`src/rtl/onehot_encoder_pipe_pkg.sv`:
```
// enc_pkg: shared types and helpers for the one-hot encoder family.
//   enc_status_t  : 2-bit classification of an input vector (OK/NONE/MULTI).
//   ENC_STATUS_W  : width of enc_status_t.
//   enc_width()   : index width for an n-line encoder; never returns 0,
//                   so a degenerate 1-line instance still has a legal port.
package enc_pkg;

  localparam int ENC_STATUS_W = 2;

  typedef enum logic [ENC_STATUS_W-1:0] {
    ENC_OK    = 2'd0,  // exactly one bit set
    ENC_NONE  = 2'd1,  // no bit set
    ENC_MULTI = 2'd2   // more than one bit set, resolved by priority
  } enc_status_t;

  function automatic int enc_width(input int n);
    return (n <= 2) ? 1 : $clog2(n);
  endfunction

endpackage

```
`src/rtl/onehot_encoder_pipe_prio_enc.sv`:
```
// onehot_prio_enc: purely combinational priority encoder with classification.
// Ports:
//   vec   in  N_IN   input lines
//   idx   out OUT_W  index of the winning set bit (0 when vec is zero)
//   zero  out 1      vec has no bit set
//   multi out 1      vec has more than one bit set
// PRIO_MSB selects the winner when several bits are set:
//   0 = lowest set index, 1 = highest set index.
module onehot_prio_enc
  import enc_pkg::*;
#(
  parameter int N_IN     = 10,
  parameter bit PRIO_MSB = 1'b0,
  localparam int OUT_W   = enc_width(N_IN)
) (
  input  logic [N_IN-1:0]  vec,
  output logic [OUT_W-1:0] idx,
  output logic             zero,
  output logic             multi
);

  always_comb begin
    idx = '0;
    // Scan toward the winning end so the last hit is the winner.
    if (PRIO_MSB) begin
      for (int i = 0; i < N_IN; i++) begin
        if (vec[i]) idx = OUT_W'(i);
      end
    end else begin
      for (int i = N_IN - 1; i >= 0; i--) begin
        if (vec[i]) idx = OUT_W'(i);
      end
    end
  end

  assign zero  = (vec == '0);
  // Clearing the lowest set bit leaves something only if two or more were set.
  assign multi = |(vec & (vec - N_IN'(1)));

endmodule

```
`src/rtl/onehot_encoder_pipe.sv`:
```
// onehot_encoder_pipe: one-hot to binary encoder with a single registered
// output stage behind a valid/ready handshake.
// Optional feature macro: ENC_ERR_CNT_EN (adds err_cnt saturating counter).
// Ports:
//   clk        in   1             rising-edge clock
//   rst_n      in   1             synchronous active-low reset
//   in_valid   in   1             in_vec valid
//   in_ready   out  1             stage can accept this cycle
//   in_vec     in   N_IN          one-hot input (bit k = decimal k)
//   out_valid  out  1             registered result valid
//   out_ready  in   1             downstream accepts result
//   out_idx    out  OUT_W         encoded index
//   out_status out  2             enc_status_t classification
//   err_cnt    out  CNT_W         saturating NONE/MULTI count (macro only)
// Handshake: a transfer happens on a rising edge where valid && ready are
// both high. in_ready = !out_valid || out_ready and does not look at
// in_valid. While out_valid && !out_ready the output is held stable.
// The only state is out_valid itself: EMPTY (0) or FULL (1).
module onehot_encoder_pipe
  import enc_pkg::*;
#(
  parameter int N_IN     = 10,
  parameter bit PRIO_MSB = 1'b0,
  parameter int CNT_W    = 8,
  localparam int OUT_W   = enc_width(N_IN)
) (
  input  logic                    clk,
  input  logic                    rst_n,
  input  logic                    in_valid,
  output logic                    in_ready,
  input  logic [N_IN-1:0]         in_vec,
  output logic                    out_valid,
  input  logic                    out_ready,
  output logic [OUT_W-1:0]        out_idx,
  output enc_status_t             out_status
`ifdef ENC_ERR_CNT_EN
  ,
  output logic [CNT_W-1:0]        err_cnt
`endif
);

  logic [OUT_W-1:0] enc_idx;
  logic             enc_zero;
  logic             enc_multi;
  enc_status_t      enc_status;
  logic             accept;

  logic             out_valid_d, out_valid_q;
  logic [OUT_W-1:0] out_idx_d,   out_idx_q;
  enc_status_t      out_status_d, out_status_q;

  onehot_prio_enc #(
    .N_IN     (N_IN),
    .PRIO_MSB (PRIO_MSB)
  ) u_prio_enc (
    .vec   (in_vec),
    .idx   (enc_idx),
    .zero  (enc_zero),
    .multi (enc_multi)
  );

  always_comb begin
    enc_status = ENC_OK;
    if (enc_zero)       enc_status = ENC_NONE;
    else if (enc_multi) enc_status = ENC_MULTI;
  end

  assign in_ready = !out_valid_q || out_ready;
  assign accept   = in_valid && in_ready;

  always_comb begin
    out_valid_d  = out_valid_q;
    out_idx_d    = out_idx_q;
    out_status_d = out_status_q;
    if (accept) begin
      // Covers both the empty case and the back-to-back replace case.
      out_valid_d  = 1'b1;
      out_idx_d    = enc_idx;
      out_status_d = enc_status;
    end else if (out_ready) begin
      out_valid_d = 1'b0;
    end
  end

  always_ff @(posedge clk) begin
    if (!rst_n) begin
      out_valid_q  <= 1'b0;
      out_idx_q    <= '0;
      out_status_q <= ENC_OK;
    end else begin
      out_valid_q  <= out_valid_d;
      out_idx_q    <= out_idx_d;
      out_status_q <= out_status_d;
    end
  end

  assign out_valid  = out_valid_q;
  assign out_idx    = out_idx_q;
  assign out_status = out_status_q;

`ifdef ENC_ERR_CNT_EN
  logic [CNT_W-1:0] err_cnt_d, err_cnt_q;

  always_comb begin
    err_cnt_d = err_cnt_q;
    // Saturate at all-ones; never wraps.
    if (accept && (enc_status != ENC_OK) && (err_cnt_q != '1)) begin
      err_cnt_d = err_cnt_q + CNT_W'(1);
    end
  end

  always_ff @(posedge clk) begin
    if (!rst_n) err_cnt_q <= '0;
    else        err_cnt_q <= err_cnt_d;
  end

  assign err_cnt = err_cnt_q;
`endif

endmodule

```
`config.mk`:
```
export PLATFORM = sky130hd
export DESIGN_NAME = onehot_encoder_pipe
export DESIGN_NICKNAME = d
export VERILOG_FILES = /design/src/rtl/onehot_encoder_pipe_pkg.sv /design/src/rtl/onehot_encoder_pipe_prio_enc.sv /design/src/rtl/onehot_encoder_pipe.sv
export SDC_FILE = /design/constraint.sdc
export NUM_CORES = 1
export LEC_CHECK = 0
export CAP_MARGIN = 30
export CORE_AREA = 2 2 39 41
export DETAILED_ROUTE_END_ITERATION = 16
export DIE_AREA = 0 0 41 43
export PLACE_DENSITY = 0.68
export SETUP_SLACK_MARGIN = 0.2
export SYNTH_ARGS = -nofsm -noshare
export SYNTH_HDL_FRONTEND = slang
export SYNTH_SLANG_ARGS = --single-unit
```
`constraint.sdc`:
```
create_clock -name clk -period 1.98 [get_ports clk]
set_clock_uncertainty 0.2 [all_clocks]
set_input_delay 0.297 -clock clk [delete_from_list [all_inputs] [get_ports clk]]
set_output_delay 0.297 -clock clk [all_outputs]
set_load 0.1 [all_outputs]
```
After elaboration in Yosys (flattened, before gate mapping). Cells that the tools add are included.

Bits in registers: 7. Bits of input ports: 14. RAM bits: 0. ROM bits: 0. Output and inout port bits: 8. Word-level logic and storage cells: 25. Latch bits: 0. Memories kept: 0.

Multiplexer cells: 14. Div/mod/pow operators: 0. Bitwise gates (word level): 1. Shift operators: 0. Reduce and logical (&&, ||, !) cells: 6. $add $sub $neg: 1. Order comparisons: 0. Equal/unequal tests: 0. $mul: 0.

Operators with widths (count): 4-bit two-way mux (10); 10-bit AND (1); 10-bit zero test (1); 10-bit OR reduction (1); 10-bit by 1-bit subtractor with 10-bit output (second input constant) (1); 2-bit two-way mux (2); 1-bit two-way mux (2); 2-bit nonzero test (1); 1-bit logical AND (1); 1-bit zero test (1); 1-bit logical OR (1).

Logic depth before layout (Yosys ltp).
Word-level depth: 10. Gate-level depth with buffers: 6. Mapped depth without buffers: 5.

Cells and area by module. A second synthesis with hierarchy kept.

Cell total of the unflattened synthesis: 59. Area total of the unflattened synthesis: 473.0 um^2.

By module, submodules not included: onehot_encoder_pipe (cells each 32, area each 297.8 um^2, times used 1, seq. area each 140.1 um^2); onehot_prio_enc (cells each 27, area each 175.2 um^2, times used 1, seq. area each 0.0 um^2).

Least setup slack after synthesis. OpenSTA, ideal clock, no wires.

Path kind: flip-flop to flip-flop. From: register out_valid_q (netlist: out_valid). To: register out_idx_q[0] (netlist: out_idx[0]). Cell stages (with the launch flop): 7. Arrival time: 2696 ps. Clock period less this slack: 3028 ps. Setup time: 132 ps. Slack: -1048 ps. Buffers on the path: 1. Cells stage by stage: dfxtp_1 > nand2b_1 > nand2_1 > clkbuf_1 > nor3b_1 > a21oi_1 > o32ai_1.

Cells in the longest elaborated chain, start to end: 3.

RTL lines: start: declaration (line onehot_encoder_pipe.sv:48) `logic out_valid_d, out_valid_q;`; start signal: assignment (line onehot_encoder_pipe.sv:91) `out_valid_q <= out_valid_d;`; 1-bit zero test (line onehot_encoder_pipe.sv:68) `assign in_ready = !out_valid_q || out_ready;`; 1-bit logical OR (line onehot_encoder_pipe.sv:68); net in_ready (line onehot_encoder_pipe.sv:30) `output logic in_ready,`; 1-bit logical AND (line onehot_encoder_pipe.sv:69) `assign accept = in_valid && in_ready;`; end signal: assignment (line onehot_encoder_pipe.sv:92) `out_idx_q <= out_idx_d;`; end: declaration (line onehot_encoder_pipe.sv:49) `logic [OUT_W-1:0] out_idx_d, out_idx_q;`.

The timed path passes the listed nets, and every way through them passes these cells. A chain may end at the register's enable or synchronous reset.

Worst setup path after layout.
From: input port in_vec[1]. To: register out_status_q[1] (netlist: out_status[1]).

Cells in the longest elaborated chain, start to end: 5.

RTL lines: start: declaration (line onehot_encoder_pipe.sv:31) `input logic [N_IN-1:0] in_vec,`; 10-bit by 1-bit subtractor with 10-bit output (line onehot_encoder_pipe_prio_enc.sv:38) `assign multi = |(vec & (vec - N_IN'(1)));`; 10-bit AND (line onehot_encoder_pipe_prio_enc.sv:38); 10-bit OR reduction (line onehot_encoder_pipe_prio_enc.sv:38); 2-bit two-way mux (line onehot_encoder_pipe.sv:65) `else if (enc_multi) enc_status = ENC_MULTI;`; 2-bit two-way mux (*) (line onehot_encoder_pipe.sv:64) `if (enc_zero) enc_status = ENC_NONE;`; end signal: assignment (line onehot_encoder_pipe.sv:93) `out_status_q <= out_status_d;`; end: declaration (line onehot_encoder_pipe.sv:50) `enc_status_t out_status_d, out_status_q;`.

Every way passes the cells marked *; elsewhere a longest branch is shown, timed or not.

==> results.md <==
Run status:
- The run finished with clean final reports.

Worst setup path:
- The launch point of the critical path is in_vec[1].
- The startpoint of the lowest-slack register-to-register path is out_valid$_SDFFE_PN0P_.
- Along the worst path, the maximum fanout reaches 4.
- The number of buffers and inverters on the critical path is 1.
- In this run the worst setup path terminates at out_status[1]$_SDFFE_PN0P_.
- The endpoint of the lowest-slack register-to-register path is out_status[1]$_SDFFE_PN0P_.
- The launching element type of the critical path is an input port.
- The critical path is of the in -> reg type.
- The critical path goes through dlygate4sd2_1 > nor4_4 > nand2_1 > or4_4 > nand3_1 > a31oi_1.
- The category of cells accounting for the largest share of critical-path delay is simple AND/OR/NAND/NOR gates.
- The worst path arrival time is 1.62 ns.
- The depth of the worst register-to-register path is 5.
- At the worst endpoint, the required time is between 1.5 and 2 ns.
- The critical path crosses 6 cells after its start point.
- Setup slack on the worst reg-to-reg path comes out at around 0.56 ns.
- The kind of end point of the critical path is a register.
- The master of the slowest instance on the critical path is sky130_fd_sc_hd__or4_4.
- The largest incremental delay on the critical path is ~0.44 ns.

Logic synthesis:
- The area fraction in compound gates after synthesis is 0.227.
- In this run, distinct cell masters in the synthesized netlist total 23.
- Measured against the total synthesized area, the mux share comes to 0.
- The main flop type after synthesis is sky130_fd_sc_hd__dfxtp_1.
- The synthesized instance count is 58.
- The dominant combinational cell family by area after synthesis is simple AND/OR/NAND/NOR gates.
- The share of flip-flops with an asynchronous set or reset is 0.
- Yosys mapped a number of flops with a built-in enable equal to 0.
- In this run the cell area of the synthesized design comes to about 440 um^2.
- Of the total synthesized cell area, the portion taken by AND, OR, NAND and NOR gates is 0.366.
- The number of nets produced by synthesis is 72.
- After synthesis the netlist holds a flip-flop and latch count of 7.
- Of the total synthesized cell area, the portion taken by XOR and XNOR cells is 0.
- Of the total synthesized cell area, the portion taken by full adders, half adders and majority gates is 0.0455.
- The Yosys step of the flow raised 0 warnings.
- The share of synthesized area in the top cell type comes to 0.318.
- By area the synthesized netlist is led by sky130_fd_sc_hd__dfxtp_1 (32%), sky130_fd_sc_hd__a21oi_1 (8.0%), sky130_fd_sc_hd__nor2_1 (6.8%).
- The share of the Yosys chip area taken by registers is 0.318.
- The cell type with the highest aggregate area in the netlist is sky130_fd_sc_hd__dfxtp_1.
- After synthesis, the mean cell area works out to 7.59 um^2.

STA:
- Setup violations remaining at the end of the flow were counted as 0.
- The final clock period utilization by the worst path is 0.853.
- In this run the tightest slew margin relative to its limit is 0.747.
- The hold slack is 0.290 ns.
- Setup repair after global routing left no endpoint under its margin.
- Setup total negative slack on the finished layout was measured at 0 ns.
- The count of endpoints failing hold in the final timing report is 0.
- The minimum period implied by the final worst setup slack is 1.69 ns.
- For the pin with the worst max-slew slack, the measured transition is 0.370 ns.
- The number of pins exceeding their max-slew limit in the final report is 0.
- Static timing analysis puts the maximum clock frequency at about 590 MHz.

Route:
- The number of search-and-repair iterations in the first detailed-routing pass is 4.
- In the routed layout, each cell is associated on average with a via count of 5.36.
- In this run, the number of DRC markers left after iteration 0 of detailed routing was 12.
- The residual DRC count is 0.
- The routed layout has 616 vias.
- Dividing the detail-routed wire length by the instance count gives 13.0 um.
- The number of nets with antenna violations after detailed routing is 0.
- For this block, the routed nets add up to 1500 um of wire.

Global route:
- The total routing resource utilization after global routing is 0.190.
- The via count of the first global-routing pass is slightly below 600.
- The first global-routing pass estimated 2290 um of wire.
- The pin count of the biggest net entering global routing is 8.
- The initial antenna violation count was 0.
- After global routing the overflow that remains totals 0.

CTS:
- The hold buffer count at CTS is 0.
- The maximum level of the CTS H-tree is 1.
- Clock tree synthesis selected as its root buffer the cell sky130_fd_sc_hd__clkbuf_4.
- TritonCTS built the clock tree.
- CTS saw 7 sinks.
- The number of buffers on the longest clock path is 2.
- The insertion delay to the later sink of the worst-skew pair is 0.25 ns.
- Clock tree synthesis inserted a total of 3 buffers.
- After clock tree synthesis, the clock-pin slew on the worst setup and hold paths is 0.05 ns.

Placed design:
- After detailed placement, the total cell area comes to around 860 um^2.
- The total half-perimeter wirelength after legalization and detailed placement is 1130 um.
- Port buffering added 21 buffers.
- The placer's final routability congestion estimate is 0.809.

Final layout:
- The sequential cells in the finished layout cover a total of 144 um^2.
- The area growth from synthesis to layout is 111%.
- Leaving out fill and tap cells, the most frequent cells in the layout are sky130_fd_sc_hd__buf_4 (17), sky130_fd_sc_hd__nor2_1 (8), sky130_fd_sc_hd__buf_12 (8), sky130_fd_sc_hd__a21oi_1 (7), sky130_fd_sc_hd__dfxtp_1 (6).
- In the final layout, the share of cells above drive strength 1 is 0.384.
- The number of diodes added for antenna fixing is 0.
- The post-layout net count is 114.
- The multi-input logic area is 317 um^2.
- After filler insertion, the fill cell instance count of the layout stands at 113.
- The library cell used most frequently in the layout, excluding fill and tap cells, is sky130_fd_sc_hd__buf_4.
- The area of all placed cells without fillers is roughly 930 um^2.

Floorplanning:
- In this run the standard cell core region covers roughly 0.0014 mm^2.
- After floorplanning, the core was divided into 14 placement rows.
- The vertical extent of the die is roughly 43 um.
- For this configuration, the core starts out at a cell density of 0.318.
- The overall die width is 41 um.
- 22 I/O pins were placed.
- The die area is approximately 0.0018 mm^2.

Power:
- Of the total power, the clock network draws 0.293.
- The sequential fraction of design power is 0.334.
- The relative contribution of combinational cells to total power is 0.373.
- The net switching share of the total power is 0.346.
- Total power for the finished layout comes to ~0.46 mW.
- Internal power comes to 0.299 mW.
- Summed over all nets, the switching power comes to between 0.15 and 0.2 mW.
- The worst-case IR drop observed on VDD is 0.328 mV.
- The analysis attributes to cell leakage a power of 0.398 nW.
- In this run the power density over the cells is roughly 500 mW/mm^2.

Worst hold path:
- The class of the tightest hold or removal check is in -> reg.

Job:
- Max-cap violations in this run came to 0.
-- synthesized netlist by cell type, types with 2 or more instances --
library cell and count:
sky130_fd_sc_hd__dfxtp_1 7, sky130_fd_sc_hd__nand2b_1 3, sky130_fd_sc_hd__nor2_1 8, sky130_fd_sc_hd__a21oi_1 7, sky130_fd_sc_hd__nand2_1 4, sky130_fd_sc_hd__o21ai_0 3, sky130_fd_sc_hd__maj3_1 2, sky130_fd_sc_hd__nor4_1 3
sky130_fd_sc_hd__or3_1 2, sky130_fd_sc_hd__inv_1 4, sky130_fd_sc_hd__nand3_1 2, sky130_fd_sc_hd__nor3_1 2
-- per-layer routing --
layer | global-route usage | wire length (um) | up-vias
met5 | 0 | 0 | -
met4 | 0.0400 | 24 | 0
met3 | 0.0628 | 110 | 5
met2 | 0.347 | 786 | 33
met1 | 0.194 | 579 | 279
li1 | - | - | 299
-- power by group through the flow --
stage / combinational, mW / clock (mW) / sequential [mW]
3_5_place_dp: 0.169 / 0 / 0.156
6_report: 0.171 / 0.134 / 0.153
3_3_place_gp: 0.167 / 0 / 0.156
4_1_cts: 0.168 / 0.136 / 0.153
5_1_grt: 0.179 / 0.140 / 0.154
2_1_floorplan: 0.0397 / 0 / 0.191
-- worst min path at each step --
| stage | startpoint | end | slack [ns] | cells past startpoint |
|---|---|---|---|---|
| after floorplan | in_valid | out_valid$_SDFFE_PN0P_ | 0.22 | 2 |
| after global placement | out_status[0]$_SDFFE_PN0P_ | out_status[0]$_SDFFE_PN0P_ | 0.31 | 2 |
| after detailed placement | out_status[0]$_SDFFE_PN0P_ | out_status[0]$_SDFFE_PN0P_ | 0.31 | 2 |
| after CTS | out_status[0]$_SDFFE_PN0P_ | out_status[0]$_SDFFE_PN0P_ | 0.32 | 2 |
| after global routing | in_vec[2] | out_idx[0]$_SDFFE_PN0P_ | 0.32 | 4 |
| final | in_vec[2] | out_idx[0]$_SDFFE_PN0P_ | 0.29 | 4 |
-- logic make-up (layout without fill, tap and decap cells) --
group                      after synthesis  in the layout
and+or+nand+nor                         28             28
AOI/OAI and AO/OA                       16             16
DFF                                      7              7
buffers and inverters                    5             46
adders and majority gates                2              2
-- registers in the layout, indices dropped and copies added (netlist names) --
| register | count |
|---|---|
| out_idx | 4 |
| out_status | 2 |
| out_valid | 1 |
-- worst register-to-register path: stages (launching register included) --
cell,delay [ns]
sky130_fd_sc_hd__dfxtp_4,0.36
sky130_fd_sc_hd__nand2b_4,0.08
sky130_fd_sc_hd__nand2_4,0.04
sky130_fd_sc_hd__or4_4,0.48
sky130_fd_sc_hd__nand3_1,0.10
sky130_fd_sc_hd__a31oi_1,0.04
-- repair_timing --
item | 4_1_cts | 5_1_grt
endpoints found under the setup margin | 2 | 3
resized for setup | 7 | 8
buffers inserted | 4 | 0
pin swaps | 3 | 5
-- stage by stage --
step	setup WS, ns	std cells	util
finish	0.291	115	0.672
global route	0.197	115	0.672
CTS	0.241	115	0.664
detailed placement	-0.181	107	0.624
global placement	-0.146	107	0.624
floorplan	0.206	58	-
-- area by class of cell --
type,count,area share
multi-input combinational,46,0.341
sequential,7,0.155
inverter,4,0.0162
timing repair buffer,38,0.439
tap,16,0.0215
clock buffer,4,0.0283
Note: power is estimated with default switching activity, not from simulation.
